==> src/rtl/throw_sequencer.sv <==
// throw_sequencer: frame-rate hammer-throw sequencer (aim, spin, release, flight, land).
// Optional THROW_FOUL_EN: reject throws with fewer than MIN_QUARTERS quarter-turns.
module throw_sequencer #(
  parameter int CX           = 335,
  parameter int CY           = 200,
`ifdef THROW_FOUL_EN
  parameter int MIN_QUARTERS = 4,
`endif
  parameter int FRAMES_PER_Q = 6,
  parameter int LAND_FRAMES  = 60
) (
  input  logic        Clk,
  input  logic        Reset,
  input  logic        frame_tick,
  input  logic [7:0]  keycode,
  input  logic [9:0]  BallX,
  input  logic [9:0]  BallY,
  output logic [7:0]  cmd_keycode,
  output logic [2:0]  state,
  output logic [7:0]  quarters,
  output logic [15:0] distance,
  output logic        throw_valid,
  output logic        foul,
  output logic        oob
);

  localparam logic [9:0]  LP_CX   = 10'(CX);
  localparam logic [9:0]  LP_CY   = 10'(CY);
  localparam logic [15:0] LP_FPQ  = 16'(FRAMES_PER_Q);
  localparam logic [15:0] LP_LAST = 16'(LAND_FRAMES - 1);
  localparam logic [7:0]  K_SPC   = 8'h2C;
  localparam logic [7:0]  K_A     = 8'h04;
  localparam logic [7:0]  K_D     = 8'h07;
  localparam logic [7:0]  K_S     = 8'h16;
  localparam logic [7:0]  K_W     = 8'h1A;

  typedef enum logic [2:0] {
    S_IDLE = 3'd0,
    S_WIND = 3'd1,
    S_REL  = 3'd2,
    S_FLT  = 3'd3,
    S_LAND = 3'd4
  } state_t;

  state_t      r_state;
  state_t      w_next;
  logic [7:0]  r_cmd;
  logic [7:0]  w_cmd;
  logic [7:0]  r_quarters;
  logic [7:0]  r_fkey;
  logic [7:0]  w_fkey;
  logic [15:0] r_distance;
  logic [15:0] r_budget;
  logic [15:0] r_land;
  logic [15:0] w_budget;
  logic [1:0]  r_prev_q;
  logic [1:0]  w_quad;
  logic        r_valid;
  logic        r_oob;
  logic        w_xlt;
  logic        w_ylt;
  logic        w_ccw;
  logic        w_oob_hit;
  logic        w_foul_chk;
  logic        w_key_ok;

  always_comb begin
    w_xlt = BallX < LP_CX;
    w_ylt = BallY < LP_CY;
    unique case ({w_xlt, w_ylt})
      2'b01:   w_quad = 2'd0;
      2'b11:   w_quad = 2'd1;
      2'b10:   w_quad = 2'd2;
      default: w_quad = 2'd3;
    endcase
    // tangential launch direction for each quadrant
    unique case (w_quad)
      2'd0:    w_fkey = K_A;
      2'd1:    w_fkey = K_S;
      2'd2:    w_fkey = K_D;
      default: w_fkey = K_W;
    endcase
  end

  assign w_ccw     = (w_quad == r_prev_q + 2'd1);
  assign w_budget  = 16'(r_quarters) * LP_FPQ;
  assign w_oob_hit = (r_distance >= 16'd2) &&
                     (BallX == LP_CX) &&
                     (BallY == LP_CY);
  assign w_key_ok  = (keycode == K_A) || (keycode == K_D) ||
                     (keycode == K_S) || (keycode == K_W);

`ifdef THROW_FOUL_EN
  assign w_foul_chk = r_quarters < 8'(MIN_QUARTERS);
`else
  assign w_foul_chk = 1'b0;
`endif

  always_ff @(posedge Clk or posedge Reset) begin
    if (Reset) r_state <= S_IDLE;
    else if (frame_tick) r_state <= w_next;
  end

  always_comb begin
    w_next = r_state;
    if (frame_tick) begin
      unique case (r_state)
        S_IDLE: if (keycode == K_SPC) w_next = S_WIND;
        S_WIND: if (keycode != K_SPC) w_next = S_REL;
        S_REL: begin
          if (w_foul_chk)            w_next = S_IDLE;
          else if (w_budget == '0)   w_next = S_LAND;
          else                       w_next = S_FLT;
        end
        S_FLT: begin
          if (w_oob_hit || r_budget == 16'd1)
            w_next = S_LAND;
        end
        S_LAND: if (r_land == LP_LAST) w_next = S_IDLE;
        default: w_next = S_IDLE;
      endcase
    end
  end

  always_comb begin
    w_cmd = 8'h00;
    unique case (w_next)
      S_IDLE: begin
        if (r_state == S_IDLE && w_key_ok)
          w_cmd = keycode;
      end
      S_WIND: w_cmd = K_SPC;
      S_FLT:  w_cmd = (r_state == S_REL) ? w_fkey : r_fkey;
      default: w_cmd = 8'h00;
    endcase
  end

  always_ff @(posedge Clk or posedge Reset) begin
    if (Reset) begin
      r_cmd      <= '0;
      r_quarters <= '0;
      r_distance <= '0;
      r_budget   <= '0;
      r_land     <= '0;
      r_prev_q   <= '0;
      r_fkey     <= '0;
      r_valid    <= 1'b0;
      r_oob      <= 1'b0;
    end else begin
      r_valid <= 1'b0;
      if (frame_tick) begin
        r_cmd    <= w_cmd;
        r_prev_q <= w_quad;
        unique case (r_state)
          S_IDLE: begin
            if (w_next == S_WIND) begin
              r_quarters <= '0;
              r_distance <= '0;
              r_oob      <= 1'b0;
            end
          end
          S_WIND: begin
            if (w_ccw && r_quarters != 8'hFF)
              r_quarters <= r_quarters + 8'd1;
          end
          S_REL: begin
            r_fkey   <= w_fkey;
            r_budget <= w_budget;
            r_land   <= '0;
            r_valid  <= (w_next == S_LAND);
          end
          S_FLT: begin
            r_distance <= r_distance + 16'd1;
            r_budget   <= r_budget - 16'd1;
            r_land     <= '0;
            r_valid    <= (w_next == S_LAND);
            if (w_oob_hit) r_oob <= 1'b1;
          end
          S_LAND: r_land <= r_land + 16'd1;
          default: r_land <= '0;
        endcase
      end
    end
  end

`ifdef THROW_FOUL_EN
  logic r_foul;

  always_ff @(posedge Clk or posedge Reset) begin
    if (Reset) r_foul <= 1'b0;
    else r_foul <= frame_tick && (r_state == S_REL) && w_foul_chk;
  end

  assign foul = r_foul;
`else
  assign foul = 1'b0;
`endif

  assign state       = r_state;
  assign cmd_keycode = r_cmd;
  assign quarters    = r_quarters;
  assign distance    = r_distance;
  assign throw_valid = r_valid;
  assign oob         = r_oob;

endmodule

==> config.mk <==
export PLATFORM = sky130hd
export DESIGN_NAME = throw_sequencer
export DESIGN_NICKNAME = d
export VERILOG_FILES = /design/src/rtl/throw_sequencer.sv
export SDC_FILE = /design/constraint.sdc
export NUM_CORES = 1
export LEC_CHECK = 0
export CAP_MARGIN = 20
export CORE_MARGIN = 2
export CORE_UTILIZATION = 57
export CTS_BUF_LIST = sky130_fd_sc_hd__clkbuf_2
export DETAILED_ROUTE_END_ITERATION = 10
export GPL_ROUTABILITY_DRIVEN = 0
export PLACE_DENSITY = 0.83
export SLEW_MARGIN = 20
export SYNTH_ARGS = -nofsm -noshare
export SYNTH_HDL_FRONTEND = slang
export SYNTH_SLANG_ARGS = --single-unit
==> constraint.sdc <==
create_clock -name Clk -period 4.2 [get_ports Clk]
set_input_delay 0.42 -clock Clk [delete_from_list [all_inputs] [get_ports Clk]]
set_output_delay 0.42 -clock Clk [all_outputs]
set_load 0.02 [all_outputs]
Yosys cells after proc, flatten, opt, wreduce, memory -nomap -nowiden
Index checks and enable logic that the tools add are counted.
Cells by class
  add/sub/neg operators: 5
  multiply operators: 1
  div/mod/pow operators: 0
  magnitude comparators: 3
  equality and inequality tests: 27
  shifts and indexed selects: 0
  mux-type cells: 24
  bitwise operators: 1
  reduce and logical (&&, ||, !) cells: 22
Operators by type and width (number)
  one-hot mux 16 bit (2 select lines): 3
  adder 16 x 1 -> 16 bit (second input constant): 2
  2-to-1 mux 8 bit: 4
  one-hot mux 8 bit (3 select lines): 1
  2-to-1 mux 3 bit: 6
  equality test 16 x 1 -> 1 bit (second input constant): 1
  equality test 16 x 6 -> 1 bit (second input constant): 1
  equality test 8 x 3 -> 1 bit (second input constant): 2
  equality test 8 x 5 -> 1 bit (second input constant): 2
  greater-or-equal comparator 16 x 2 -> 1 bit (second input constant): 1
  logical NOT 16 bit: 1
  2-to-1 mux 16 bit: 1
  one-hot mux 8 bit (2 select lines): 1
  subtractor 16 x 1 -> 16 bit (second input constant): 1
  one-hot mux 3 bit (5 select lines): 1
  one-hot mux 5 bit (3 select lines): 1
  equality test 10 x 8 -> 1 bit (second input constant): 1
  equality test 10 x 9 -> 1 bit (second input constant): 1
  < comparator 10 x 8 -> 1 bit (second input constant): 1
  < comparator 10 x 9 -> 1 bit (second input constant): 1
  multiplier 8 x 2 -> 10 bit (second input constant): 1
  equality test 3 x 2 -> 1 bit (second input constant): 3
  adder 8 x 1 -> 8 bit (second input constant): 1
  equality test 8 x 6 -> 1 bit (second input constant): 1
  23 further kinds: 44
Storage, ports and cells
  register bits after elaboration: 79
  latch bits: 0
  memory bits (writable): 0
  bits in read-only memories: 0
  bits of input ports: 31
  output and inout bits: 38
  logic and storage cells: 93
  memories kept: 0

Longest topological paths before layout
Gate-level depths: netlist of run 1.
  depth after elaboration: 10
  depth in mapped cells: 13
  gate-level depth less buffers: 12

Worst setup path after synthesis of run 1
Ideal clock, no wire load.
  kind: in2reg
  from: input port BallX[7]
  to: register r_quarters[4] (netlist: quarters[4])
  library setup time: 0.079 ns
  arrival: 3.087 ns
  data required time: 4.121 ns
  setup slack: 1.033 ns
  cell stages on the path: 12
  buffers on the path: 1
  cell sequence: or4bb_1 -> nor3_1 -> nor2_1 -> nand2_1 -> ha_1 -> or4_1 -> a21oi_1 -> or3b_1 -> buf_4 -> nand2_2 -> o41ai_2 -> mux2i_1
On the way
  word-level cells in the longest chain between the ends: 10
  elaborated cells on any way between the ends: 18
  classes of those cells: order compare (1); eq/ne (8); mux (4); reduce/logical (5)
Ends and longest elaborated chain
  from (decl): RTL line 16  | input logic [9:0] BallX,
  branches (longest 9 deep; another with < comparator 10 x 9 -> 1 bit)
  AND reduction 4 bit (no line) *
  to (signal assigned): RTL line 164  | r_quarters <= r_quarters + 8'd1;
  to (decl): RTL line 49  | logic [7:0] r_quarters;
Mark *: on every way between the ends.
A chain may end at the register's enable or synchronous reset.

Worst setup path after layout of run 1
  from: register r_quarters[0] (netlist: quarters[0])
  to: register r_cmd[2] (netlist: cmd_keycode[2])
On the way
  word-level cells in the longest chain between the ends: 7
  elaborated cells on any way between the ends: 9
  classes of those cells: mul (1); eq/ne (2); mux (4); reduce/logical (2)
Ends and longest elaborated chain
  multiplier 8 x 2 -> 10 bit *: RTL line 86  | assign w_budget = 16'(r_quarters) * LP_FPQ;
  logical NOT 16 bit *: RTL line 112  | else if (w_budget == '0) w_next = S_LAND;
  2-to-1 mux 3 bit *: RTL line 112
  one-hot mux 3 bit (5 select lines) *: RTL line 107  | unique case (r_state)
  2-to-1 mux 3 bit *: RTL line 106  | if (frame_tick) begin
  equality test 3 x 2 -> 1 bit (tied with other cells): RTL line 127  | unique case (w_next)
  one-hot mux 8 bit (3 select lines) *: RTL line 127
  to (signal assigned): RTL line 152  | r_cmd <= w_cmd;
  to (decl): RTL line 47  | logic [7:0] r_cmd;
Mark *: on every way between the ends. The rest lies on a longest branch, timed or not.

==> impl_summary.md, run 1 <==
Status
The run finished with clean final reports.

Power and ir drop
The highest ir drop seen on vdd is 199 uV. For this design the static power due to leakage is 2.50 nW. Power spread over the standard cell area amounts to 412 mW/mm^2.

The total power is 2.38 mW.

Cells and area
The finished layout holds 730 standard cells, fillers aside. The area growth from synthesis to layout is 17.3%. The number of antenna diodes is 0. The share of final-layout standard cells stronger than drive strength 1 is 6.72%.

In the final design database the tool counted 670 nets.

Die
The die boundary height is 96.9 um. After floorplanning, the core was divided into 33 placement rows. The core region area is 0.00830 mm^2. Once the floorplan was initialized, standard cells occupied 59.2% of the core. The die area is 0.00938 mm^2. The x dimension of the die is 96.9 um. The total I/O pin count is 69.

Route
The detailed-routing iteration count for the pre-antenna-repair pass is 5. The number of design rule violations left after detail routing is 0. For this block, the routed nets add up to 12200 um of wire. The wire length per cell after detailed routing is 16.7 um. After detailed routing, the number of vias per cell comes to 6.19. The total via count after detailed routing is 4520.

The violation count after the first detailed-route iteration is 300. The antenna violation net count after detailed routing is 0.

Synthesis
The total of flip-flops plus latches after synthesis is 79. For this run, the number of Yosys warnings is 0. The average size of a mapped cell is 8.81 um^2. Sorting the synthesized cells by area gives the leading types as sky130_fd_sc_hd__dfrtp_1, sky130_fd_sc_hd__nand2_1, sky130_fd_sc_hd__ha_1, sky130_fd_sc_hd__o21ai_0, sky130_fd_sc_hd__nor2_1. For this run, the leading register cell type out of synthesis is sky130_fd_sc_hd__dfrtp_1.

In this run, synthesis inferred 0 flip-flops with an integrated enable. Counting instances in the post-synthesis netlist gives the leading cell types as sky130_fd_sc_hd__dfrtp_1, sky130_fd_sc_hd__nand2_1, sky130_fd_sc_hd__nor2_1. The largest area contributor in the synthesized netlist is sky130_fd_sc_hd__dfrtp_1. The area share of the leading cell type in the synthesized netlist is 40.2%.

The most instantiated library cell after synthesis is sky130_fd_sc_hd__dfrtp_1. The number of nets in the synthesized netlist is 608. The post-synth design cell area is 0.00492 mm^2. The post-synthesis sequential area ratio is 40.2%. Synthesis handed over a netlist of 558 instances. The synthesized netlist contains 79 unique library cells.

In the synthesized netlist the async set-or-reset flop fraction comes to 100%.

Clocking
The clock passes through at most 2 buffers. The TritonCTS clock tree is done. Clock tree synthesis inserted a total of 9 buffers. The clock-pin slew of the registers on the worst-case setup and hold paths is 230 ps. Post-CTS timing repair inserted 0 buffers for setup. CTS saw 79 sinks. Gates resized during post-CTS repair numbered 0. The number of hold buffers added after cts is 0. Clock latency on the worst-skew pair, taken at its later pin, is 530 ps.

The number of H-tree levels is 3. The clock tree root buffer cell is sky130_fd_sc_hd__clkbuf_2.

STA
The achievable frequency is 0.284 GHz. The worst slew slack as a fraction of its limit is 44.2%. The number of hold violations in the final report is 0. The final-layout setup total negative slack is 0 ps. The setup skew after layout is 23.2 ps. After layout, the worst path uses 83.7% of the clock period. The worst setup slack after layout is 683 ps. Setup repair after global routing left no endpoint under its margin.

The post-layout minimum cycle time is 3520 ps. The final count of negative-setup-slack endpoints is 0. For the pin with the worst max-slew slack, the measured transition is 834 ps.

The max-slew violation count was 0.

Worst setup path
The nature of the critical path endpoint is a register. The critical-path maximum fanout is 13. The worst setup path is of the register to register kind. The worst setup path is launched from a register. The endpoint arrival time on the critical path is 3970 ps. STA puts the critical path data required time at 4650 ps.

GRT
The initial antenna violation count is 0. The maximum number of pins on one net before global-route repair is 29. In the global route stage, overall resource usage came out at 26.7%.

The residual overflow from global routing is 0. The first global-routing pass estimated 20900 um of wire. The via count of the first global-routing pass is 4401.

Run
Max-cap violations in this run came to 0.

Hold path
The tightest min-delay check is of the input pin to asynchronous set/reset pin type.

Placed design
The cell count after placement is 714. The half-perimeter wire length of the detailed placement result is 8950 um. Buffers placed on the I/O ports in this run total 67. Timing analysis after detailed placement gives a worst setup slack of 382 ps.
-- state kept, by name, summed over array words and instances, names as in the netlist --
signal	cells
distance	16
state	3
oob	1
cmd_keycode	8
r_land	16
throw_valid	1
r_budget	16
r_fkey	8
quarters	8
r_prev_q	2
-- cells by family after synthesis --
kind of cell / count (synthesis) / synth area share, %
other cells: 1 / 0.0763
fa+ha+maj: 19 / 4.99
mux: 8 / 1.63
xor+xnor: 30 / 5.34
flops: 79 / 40.2
compound gates: 137 / 19.2
buf+inv: 45 / 4.05
simple gates: 239 / 24.5
-- critical path: stages, from the launching register on --
cell and delay, ps:
sky130_fd_sc_hd__dfrtp_1 530, sky130_fd_sc_hd__ha_1 370, sky130_fd_sc_hd__fa_1 460, sky130_fd_sc_hd__a211o_1 300, sky130_fd_sc_hd__a311oi_1 280, sky130_fd_sc_hd__o221ai_1 240
sky130_fd_sc_hd__a2111oi_4 550, sky130_fd_sc_hd__o21a_4 340, sky130_fd_sc_hd__o41ai_1 110, sky130_fd_sc_hd__a32o_1 270
-- stage by stage --
stage | cell area (um^2) | hold slack, ps | utilization (%)
global route | 5770 | 234 | 69.5
detailed placement | 5650 | 467 | 68.1
finish | 5770 | 221 | 69.5
CTS | 5770 | 214 | 69.5
global placement | 5650 | 457 | 68.1
floorplan | 4920 | 445 | -
-- layout by cell type (no fill, tap or decap), types with 3 or more instances in the layout --
master / synthesis / layout
sky130_fd_sc_hd__nor2b_1: 5 / 5
sky130_fd_sc_hd__o311ai_0: 4 / 4
sky130_fd_sc_hd__buf_4: 2 / 6
sky130_fd_sc_hd__nor3_1: 21 / 21
sky130_fd_sc_hd__ha_1: 18 / 18
sky130_fd_sc_hd__or2_2: 5 / 5
sky130_fd_sc_hd__o31ai_1: 4 / 4
sky130_fd_sc_hd__dfrtp_1: 79 / 79
sky130_fd_sc_hd__o22ai_1: 6 / 6
sky130_fd_sc_hd__mux2i_1: 8 / 8
sky130_fd_sc_hd__clkbuf_2: 0 / 9
sky130_fd_sc_hd__and4_1: 3 / 3
sky130_fd_sc_hd__a31oi_1: 6 / 6
sky130_fd_sc_hd__o2bb2ai_1: 3 / 3
sky130_fd_sc_hd__and2_1: 8 / 8
sky130_fd_sc_hd__nand2_1: 64 / 64
sky130_fd_sc_hd__o21ai_0: 41 / 41
sky130_fd_sc_hd__a22o_1: 3 / 3
sky130_fd_sc_hd__nand4_1: 5 / 5
sky130_fd_sc_hd__or3_1: 8 / 8
sky130_fd_sc_hd__and3_1: 10 / 10
sky130_fd_sc_hd__nor4_1: 11 / 11
sky130_fd_sc_hd__nor4b_1: 6 / 6
sky130_fd_sc_hd__o21ai_1: 4 / 4
sky130_fd_sc_hd__a21oi_1: 27 / 27
sky130_fd_sc_hd__xnor2_1: 14 / 14
sky130_fd_sc_hd__nor2_1: 54 / 54
sky130_fd_sc_hd__nand3_1: 21 / 21
sky130_fd_sc_hd__inv_1: 21 / 20
sky130_fd_sc_hd__a32oi_1: 3 / 3
sky130_fd_sc_hd__xor2_1: 16 / 16
sky130_fd_sc_hd__clkdlybuf4s50_1: 0 / 67
-- report_power, final --
group / total (mW) / internal (mW) / switching, mW
Combinational: 0.854 / 0.365 / 0.489
Sequential: 1.10 / 0.907 / 0.190
Clock: 0.425 / 0.139 / 0.287
-- cell type report --
cell class                      count  area [um^2]
Tap cell                          105          131
Inverter                           23         86.3
Multi-Input combinational cell    434         2740
Fill cell                         653         2530
Clock buffer                        9         45.0
Sequential cell                    79         1980
Timing Repair Buffer               73          716
Clock inverter                      7         72.6
-- path summary, 6_finish.rpt --
check / startpoint / to / slack [ps] / cells past startpoint
min: Reset / r_land[15] / 220 / 2
max reg2reg: quarters[0] / cmd_keycode[2] / 680 / 9
min in group Clk: r_fkey[3] / r_fkey[3] / 520 / 2
min reg2reg: r_fkey[3] / r_fkey[3] / 520 / 2
max: quarters[0] / cmd_keycode[2] / 680 / 9
max in group asynchronous: Reset / distance[12] / 3200 / 3
-- metal layers --
| metal | track usage [%] | vias up | part of all wire (%) |
|---|---|---|---|
| met2 | 43.8 | 185 | 47 |
| met1 | 36.9 | 2168 | 45 |
| met5 | 0 | - | 0 |
| li1 | - | 2145 | - |
| met3 | 3.47 | 22 | 6.2 |
| met4 | 8.88 | 0 | 1.6 |
No activity file was read; power rests on OpenSTA's default activity.
==> run 2: changes to the inputs <==
--- a/config.mk
+++ b/config.mk
@@ -7,11 +7,11 @@
 export LEC_CHECK = 0
 export CAP_MARGIN = 20
 export CORE_MARGIN = 2
-export CORE_UTILIZATION = 57
+export CORE_UTILIZATION = 52
 export CTS_BUF_LIST = sky130_fd_sc_hd__clkbuf_2
 export DETAILED_ROUTE_END_ITERATION = 10
 export GPL_ROUTABILITY_DRIVEN = 0
-export PLACE_DENSITY = 0.83
+export PLACE_DENSITY = 0.8
 export SLEW_MARGIN = 20
 export SYNTH_ARGS = -nofsm -noshare
 export SYNTH_HDL_FRONTEND = slang
==> constraint.sdc (replaced) <==
create_clock -name Clk -period 3.19 [get_ports Clk]
set_input_delay 0.319 -clock Clk [delete_from_list [all_inputs] [get_ports Clk]]
set_output_delay 0.319 -clock Clk [all_outputs]
set_load 0.02 [all_outputs]
==> run 2 against run 1 <==
Against the previous run:
- worst setup slack worse by 640 ps
- clock-buffer cell count unchanged
- combinational power is 41% higher
- worst hold slack got worse by 96 ps
- clock power up 5.4%
- critical path type is now input pin to register
- critical path depth grew 4
- highest routed layer unchanged
- first-iteration DRC count increased by 53%
- routed wire length grew 2.4%
==> impl_summary.md, run 2 (synthesized netlist as in run 1, its figures left out) <==
STA
Setup repair after global routing left no endpoint under its margin. The number of hold violations in the final report came to 0. The post-route clock period utilization is 98.7%. Adding up every negative setup slack in the final design gives 0 ps.

The max-slew violation count is 0. The final count of negative-setup-slack endpoints is 0. Measured against its own limit, the worst slew margin works out to 50.9%. For the final database, setup skew stands at 36.0 ps. The worst setup slack after layout is 40.2 ps. After layout, the minimum clock period comes to 3150 ps. The transition at the pin with the smallest max-transition slack is 730 ps. Across all hold checks on the routed design, the worst slack comes to 125 ps. Static timing analysis puts the maximum clock frequency at 0.317 GHz.

Placed design
The half-perimeter wire length of the detailed placement result is 9220 um. Port buffering added 67 buffers. Timing analysis after detailed placement gives a worst setup slack of -410 ps. After detailed placement, the total cell area comes to 0.00583 mm^2. Including well taps, the total number of placed cells is 741.

Power and ir drop
The highest ir drop seen on vdd is 183 uV. For this design the total switching power over the nets is 1.27 mW. Sequential cells account for 46.5% of the total power. In this run the power density over the cells is 518 mW/mm^2. The part of the power in combinational logic is 39.0%. The total power is 3.08 mW. Net switching is 41.1% of the power.

The clock network power share is 14.5%. For this design the static power due to leakage is 2.59 nW. The internal power contribution is 1.81 mW.

Cells and area
The post-layout utilization of the core is 64.7%. After routing the design area is 0.00595 mm^2. The filler cells instantiated in the layout total 779. Registers take 0.00198 mm^2. The final standard cell count with taps included and fillers excluded is 757. The share of final-layout standard cells stronger than drive strength 1 is 10.4%.

The number of antenna diodes is 0. The multi-input combinational cells in the finished layout cover a total of 0.00277 mm^2. The area growth from synthesis to layout is 21.0%. The library cell used most frequently in the layout, excluding fill and tap cells, is sky130_fd_sc_hd__dfrtp_1.

For this run, the post-layout net count is 692. The top cell types in the final layout, fill and taps aside, are sky130_fd_sc_hd__dfrtp_1, sky130_fd_sc_hd__clkdlybuf4s50_1, sky130_fd_sc_hd__nand2_1.

Route
The number of design rule violations left after detail routing is 0. Summed over all layers, the routed wires come to 12500 um. The first detailed-routing pass ran for 6 iterations. The first routing iteration left 458 violations.

Dividing the detail-routed wire length by the instance count gives 16.5 um. The total via count after detailed routing is 4680. The count of nets left with antenna violations once routing finished came out at 0. Dividing the detail-routed via count by the number of cells gives 6.18.

Clocking
The clock passes through at most 2 buffers. TritonCTS built the clock tree. After clock tree synthesis, the setup repair step added 0 buffers. TritonCTS created 9 clock buffers. The clock tree root buffer cell is sky130_fd_sc_hd__clkbuf_2. The latest clock arrival within the worst-skew pair is 540 ps.

For this design, the sink count on the clock tree is 79. The H-tree generated during clock tree synthesis spans 3 levels. Clock-pin slew was measured on the worst setup and hold paths at 230 ps. The number of hold buffers added after CTS was 0.

Worst setup path
The critical-path maximum fanout is 4. In this run the register-to-register setup slack is 220 ps. The nature of the critical path endpoint is a register. For the worst flop-to-flop path, the logic depth is 10. The path type of the worst setup path is input pin to register. In this run the critical register-to-register path is captured at cmd_keycode[2].

The endpoint arrival time on the critical path is 3550 ps. In this run the critical register-to-register path is launched from quarters[0]. The nature of the critical path startpoint is an input pin. For the worst setup path, the data required time is 3590 ps.

Run
The total of max-cap violations is 0.

GRT
The first global-routing pass estimated 20600 um of wire. Global routing used 25.1% of the available tracks across all layers. The maximum number of pins on one net before global-route repair is 80. The via count of the first global-routing pass came to 4303. The initial antenna violation count is 0.

The residual overflow from global routing is 0.

Die
The number of rows created at floorplan is 35. The die boundary height is 101 um. The total area inside the core boundary comes to 0.00920 mm^2. 69 I/O pins were placed.

The x dimension of the die is 101 um. Once the floorplan was initialized, standard cells occupied 53.5% of the core. The floorplan step defined a die boundary enclosing 0.0102 mm^2.

Hold path
The path class of the tightest hold or removal check is input pin to asynchronous set/reset pin.

Status
The run finished with clean final reports.
## run 2: power by group through the flow
stage / sequential, mW / clock [mW] / combinational (mW)
final: 1.43 / 0.448 / 1.20
after global routing: 1.46 / 0.508 / 1.33
after CTS: 1.43 / 0.464 / 1.18
after detailed placement: 1.45 / 0 / 1.17
after global placement: 1.43 / 0 / 1.13
after floorplan: 1.45 / 0 / 0.722
## run 2: timing repair
item,in CTS,in global routing
cloned,0,1
endpoints found under the hold margin,0,0
gates resized for setup,1,5
setup endpoints to repair,1,11
## run 2: cell type report
type                    count  share of cell area [%]
multi-input cells         435                    46.6
flip-flops and latches     79                    33.2
repair buffers             94                    15.0
well taps                 111                    2.34
inverters                  23                    1.47
clock buffers               9                   0.757
clock inverters             6                   0.652
## run 2: per-layer routing
layer | up-vias | share of wire, % | track usage [%]
met5 | - | 0 | 0
met4 | 0 | 1.8 | 8.21
met3 | 22 | 6.3 | 3.24
met2 | 209 | 48 | 41.0
met1 | 2250 | 44 | 34.9
li1 | 2199 | - | -
## run 2: worst max path at each step
stage | from | to | slack [ps] | depth (start not counted)
CTS | quarters[0] | cmd_keycode[2] | 40 | 10
global placement | BallX[8] | quarters[7] | -300 | 13
global route | BallX[8] | quarters[3] | 4 | 13
finish | BallX[8] | quarters[3] | 40 | 13
floorplan | quarters[0] | cmd_keycode[2] | 70 | 10
detailed placement | BallX[8] | quarters[3] | -410 | 13
## run 2: critical path, cell delays in order
cell and delay [ps]:
sky130_fd_sc_hd__clkdlybuf4s50_1 480, sky130_fd_sc_hd__or4bb_1 480, sky130_fd_sc_hd__nor3_1 250, sky130_fd_sc_hd__nor2_1 70
sky130_fd_sc_hd__nand2_1 100, sky130_fd_sc_hd__ha_1 260, sky130_fd_sc_hd__or4_1 500, sky130_fd_sc_hd__a21oi_1 170
sky130_fd_sc_hd__or3b_1 190, sky130_fd_sc_hd__buf_4 140, sky130_fd_sc_hd__nand3_1 70, sky130_fd_sc_hd__o311ai_0 380
sky130_fd_sc_hd__o31ai_1 140
==> run 3: changes to the inputs <==
--- a/config.mk
+++ b/config.mk
@@ -7,11 +7,11 @@
 export LEC_CHECK = 0
 export CAP_MARGIN = 20
 export CORE_MARGIN = 2
-export CORE_UTILIZATION = 52
+export CORE_UTILIZATION = 40
 export CTS_BUF_LIST = sky130_fd_sc_hd__clkbuf_2
 export DETAILED_ROUTE_END_ITERATION = 10
 export GPL_ROUTABILITY_DRIVEN = 0
-export PLACE_DENSITY = 0.8
+export GPL_TIMING_DRIVEN = 0
 export SLEW_MARGIN = 20
 export SYNTH_ARGS = -nofsm -noshare
 export SYNTH_HDL_FRONTEND = slang
==> run 3 against run 2 <==
Against the previous run:
- utilization fell by 15 points
- routed wire length rose by 3.1%
- largest power group unchanged
- critical path type is now register to register
- via count fell by 4.5%
- register-to-register slack got worse by 110 ps
- total power rose by 0.68%
- clock power rose by 5.6%
- clock skew fell by 23 ps
- cell count rose by 4.9%
==> impl_summary.md, run 3 (synthesized netlist as in run 1, its figures left out) <==
Status
The flow ran to the end, and the final reports show no timing, DRC or antenna violations.

Power and ir drop
The part of the power in registers is 45.8%. In this run the power density over the cells is 516 mW/mm^2. In this run, the clock network consumes 15.2% of the power. The static power due to leakage is 2.58 nW.

The highest ir drop seen on vdd is 329 uV. Summed over all nets, the switching power comes to 1.28 mW. The design draws 3.10 mW. The internal portion of the total power is 1.82 mW. The switching part of the total is 41.4%. Of the total power, combinational logic draws 38.9%.

Cells and area
In the final design database the tool counted 693 nets. 0 antenna diodes ended up in the layout. In the layout the commonest cells are sky130_fd_sc_hd__dfrtp_1, sky130_fd_sc_hd__clkdlybuf4s50_1, sky130_fd_sc_hd__nand2_1. The number of filler cells placed in the layout is 1149. Cells with a size suffix above 1 make up 9.27% of the layout. The layout overhead on the synthesized area is 22.2%. The area taken by flip-flops and latches is 0.00198 mm^2.

Once layout is done, the placed cells without fillers occupy 0.00601 mm^2. The post-layout utilization of the core is 50.0%. The most common cell after layout, fill and taps aside is sky130_fd_sc_hd__dfrtp_1. Summing all multi-input logic gate instances after layout gives 0.00281 mm^2.

Die
The total area inside the core boundary comes to 0.0120 mm^2. The die area is 0.0132 mm^2. The floorplan has 40 rows. The die is 115 um tall. For this design the top-level I/O count stands at 69. The x dimension of the die is 115 um. The initial core utilization is 40.9%.

GRT
Summed over all layers, the global routing overflow is 0. The maximum number of pins on one net before global-route repair is 44. The via count of the first global-routing pass is 4323. The initial antenna violation count came to 0. Global routing used 20.2% of the available tracks. The global-route wire length before repair is 21100 um.

Clocking
The H-tree was split into 3 levels. The number of clock sinks is 79. In this run the deepest clock path goes through 2 buffers. Clock tree synthesis selected as its root buffer the cell sky130_fd_sc_hd__clkbuf_2. The TritonCTS clock tree is done. The latest clock arrival within the worst-skew pair is 580 ps. The number of CTS-inserted buffers is 9. The clock-pin slew of the registers on the worst-case setup and hold paths is 220 ps.

Worst setup path
STA puts the critical path data required time at 3670 ps. The endpoint arrival time on the critical path is 3570 ps. The nature of the critical path startpoint is a register. The number of cells traversed by the worst register-to-register path is 12. In this run the register-to-register setup slack is 110 ps.

The critical-path maximum fanout is 10. The reg-to-reg startpoint is quarters[0]. The signal on the critical path passes through ha_4 > fa_2 > a211o_1 > a311oi_2 > o221ai_2 > a2111oi_4 > buf_6 > o21a_4 > buf_6 > inv_2 > nand4b_1 > o21ai_0. The nature of the critical path endpoint is a register. The cell with the biggest individual delay on the critical path is sky130_fd_sc_hd__dfrtp_2. The endpoint identified for the worst register-to-register timing path is cmd_keycode[4]. The cell repeated most along the worst path is sky130_fd_sc_hd__buf_6.

The critical path is of the register to register type. The largest single stage delay on the critical path is 490 ps.

STA
The achievable frequency is 0.325 GHz. The worst setup slack after layout is 109 ps. Setup repair after global routing left no endpoint under its margin. For the finished layout, the period the worst path requires is 3080 ps. The transition at the pin with the smallest max-transition slack is 1000 ps.

The setup skew after layout is 13.5 ps. Of the available clock period, the critical path in the final layout requires 96.6%. The smallest hold slack is 81.8 ps.

The number of hold violations in the final report is 0. The max-slew violation count came to 0. The final count of negative-setup-slack endpoints is 0. In this run the tightest slew margin relative to its limit is 32.6%.

Route
The antenna violation net count after detailed routing is 0. The total via count after detailed routing is 4471. The number of vias per cell after detailed routing is 5.63. In the final routed layout, each cell accounts on average for 16.2 um. The aggregate routed wire length is 12900 um. After the first detailed-routing iteration, the DRC count stood at 300. The detailed-routing iteration count for the pre-antenna-repair pass is 5.

After detailed routing, the number of remaining DRC violations is 0.

Placed design
Input and output buffers added on the ports amount to 67. After legalization and detailed placement, the total HPWL measured 9610 um. OpenSTA, run right after detailed placement, puts the worst setup slack at -793 ps. The instance area after placement is 0.00580 mm^2.

Hold path
The worst hold path belongs to the class input pin to asynchronous set/reset pin.

Run
The tool flagged a number of max-cap violations equal to 0.
==> run 3: power groups by stage <==
stage / clock (mW) / combinational (mW) / sequential [mW]
after floorplan: 0 / 0.722 / 1.45
after global placement: 0 / 1.11 / 1.44
after detailed placement: 0 / 1.13 / 1.44
after CTS: 0.486 / 1.19 / 1.41
after global routing: 0.532 / 1.33 / 1.46
final: 0.473 / 1.21 / 1.42
==> run 3: metrics by stage <==
step,TNS (ps),std cells
final,0,794
after global routing,0,794
after CTS,0,792
after detailed placement,-7170,773
after global placement,-51350,772
after floorplan,0,558
==> run 3: layout make-up <==
class,instances,area share (%)
clock buffer,9,0.750
tap,147,3.06
clock inverter,6,0.646
sequential,79,33.0
buffer,22,1.88
multi-input combinational,434,46.8
inverter,23,1.48
timing repair buffer,74,12.4
==> run 3: per-layer routing <==
metal	wire [um]	global-route usage, %	up-vias
met5	0	0	-
met4	165	7.79	0
met3	544	3.43	12
met2	6010	32.7	107
met1	6150	27.0	2157
li1	-	-	2195
==> run 3: timing repair <==
| item | CTS | global route |
|---|---|---|
| setup endpoints to repair | 15 | 14 |
| hold buffers | 0 | 0 |
| resized for setup | 7 | 9 |
| buffers inserted | 4 | 2 |
| pin swaps | 1 | 2 |
==> run 3: worst max-delay path by stage <==
stage	from	cells after the start	endpoint
floorplan	quarters[0]	10	cmd_keycode[2]
global placement	BallX[8]	13	quarters[4]
detailed placement	BallX[8]	13	quarters[4]
CTS	BallX[8]	13	quarters[4]
global route	BallX[8]	13	quarters[4]
finish	quarters[0]	12	cmd_keycode[4]
==> run 3: critical path: cells and delay by family (launching register included) <==
family / cells / cell delay (ps)
adders and majority gates: 2 / 590
buffers and inverters: 3 / 380
DFF: 1 / 490
AOI/OAI and AO/OA: 6 / 1400
and+or+nand+nor: 1 / 140
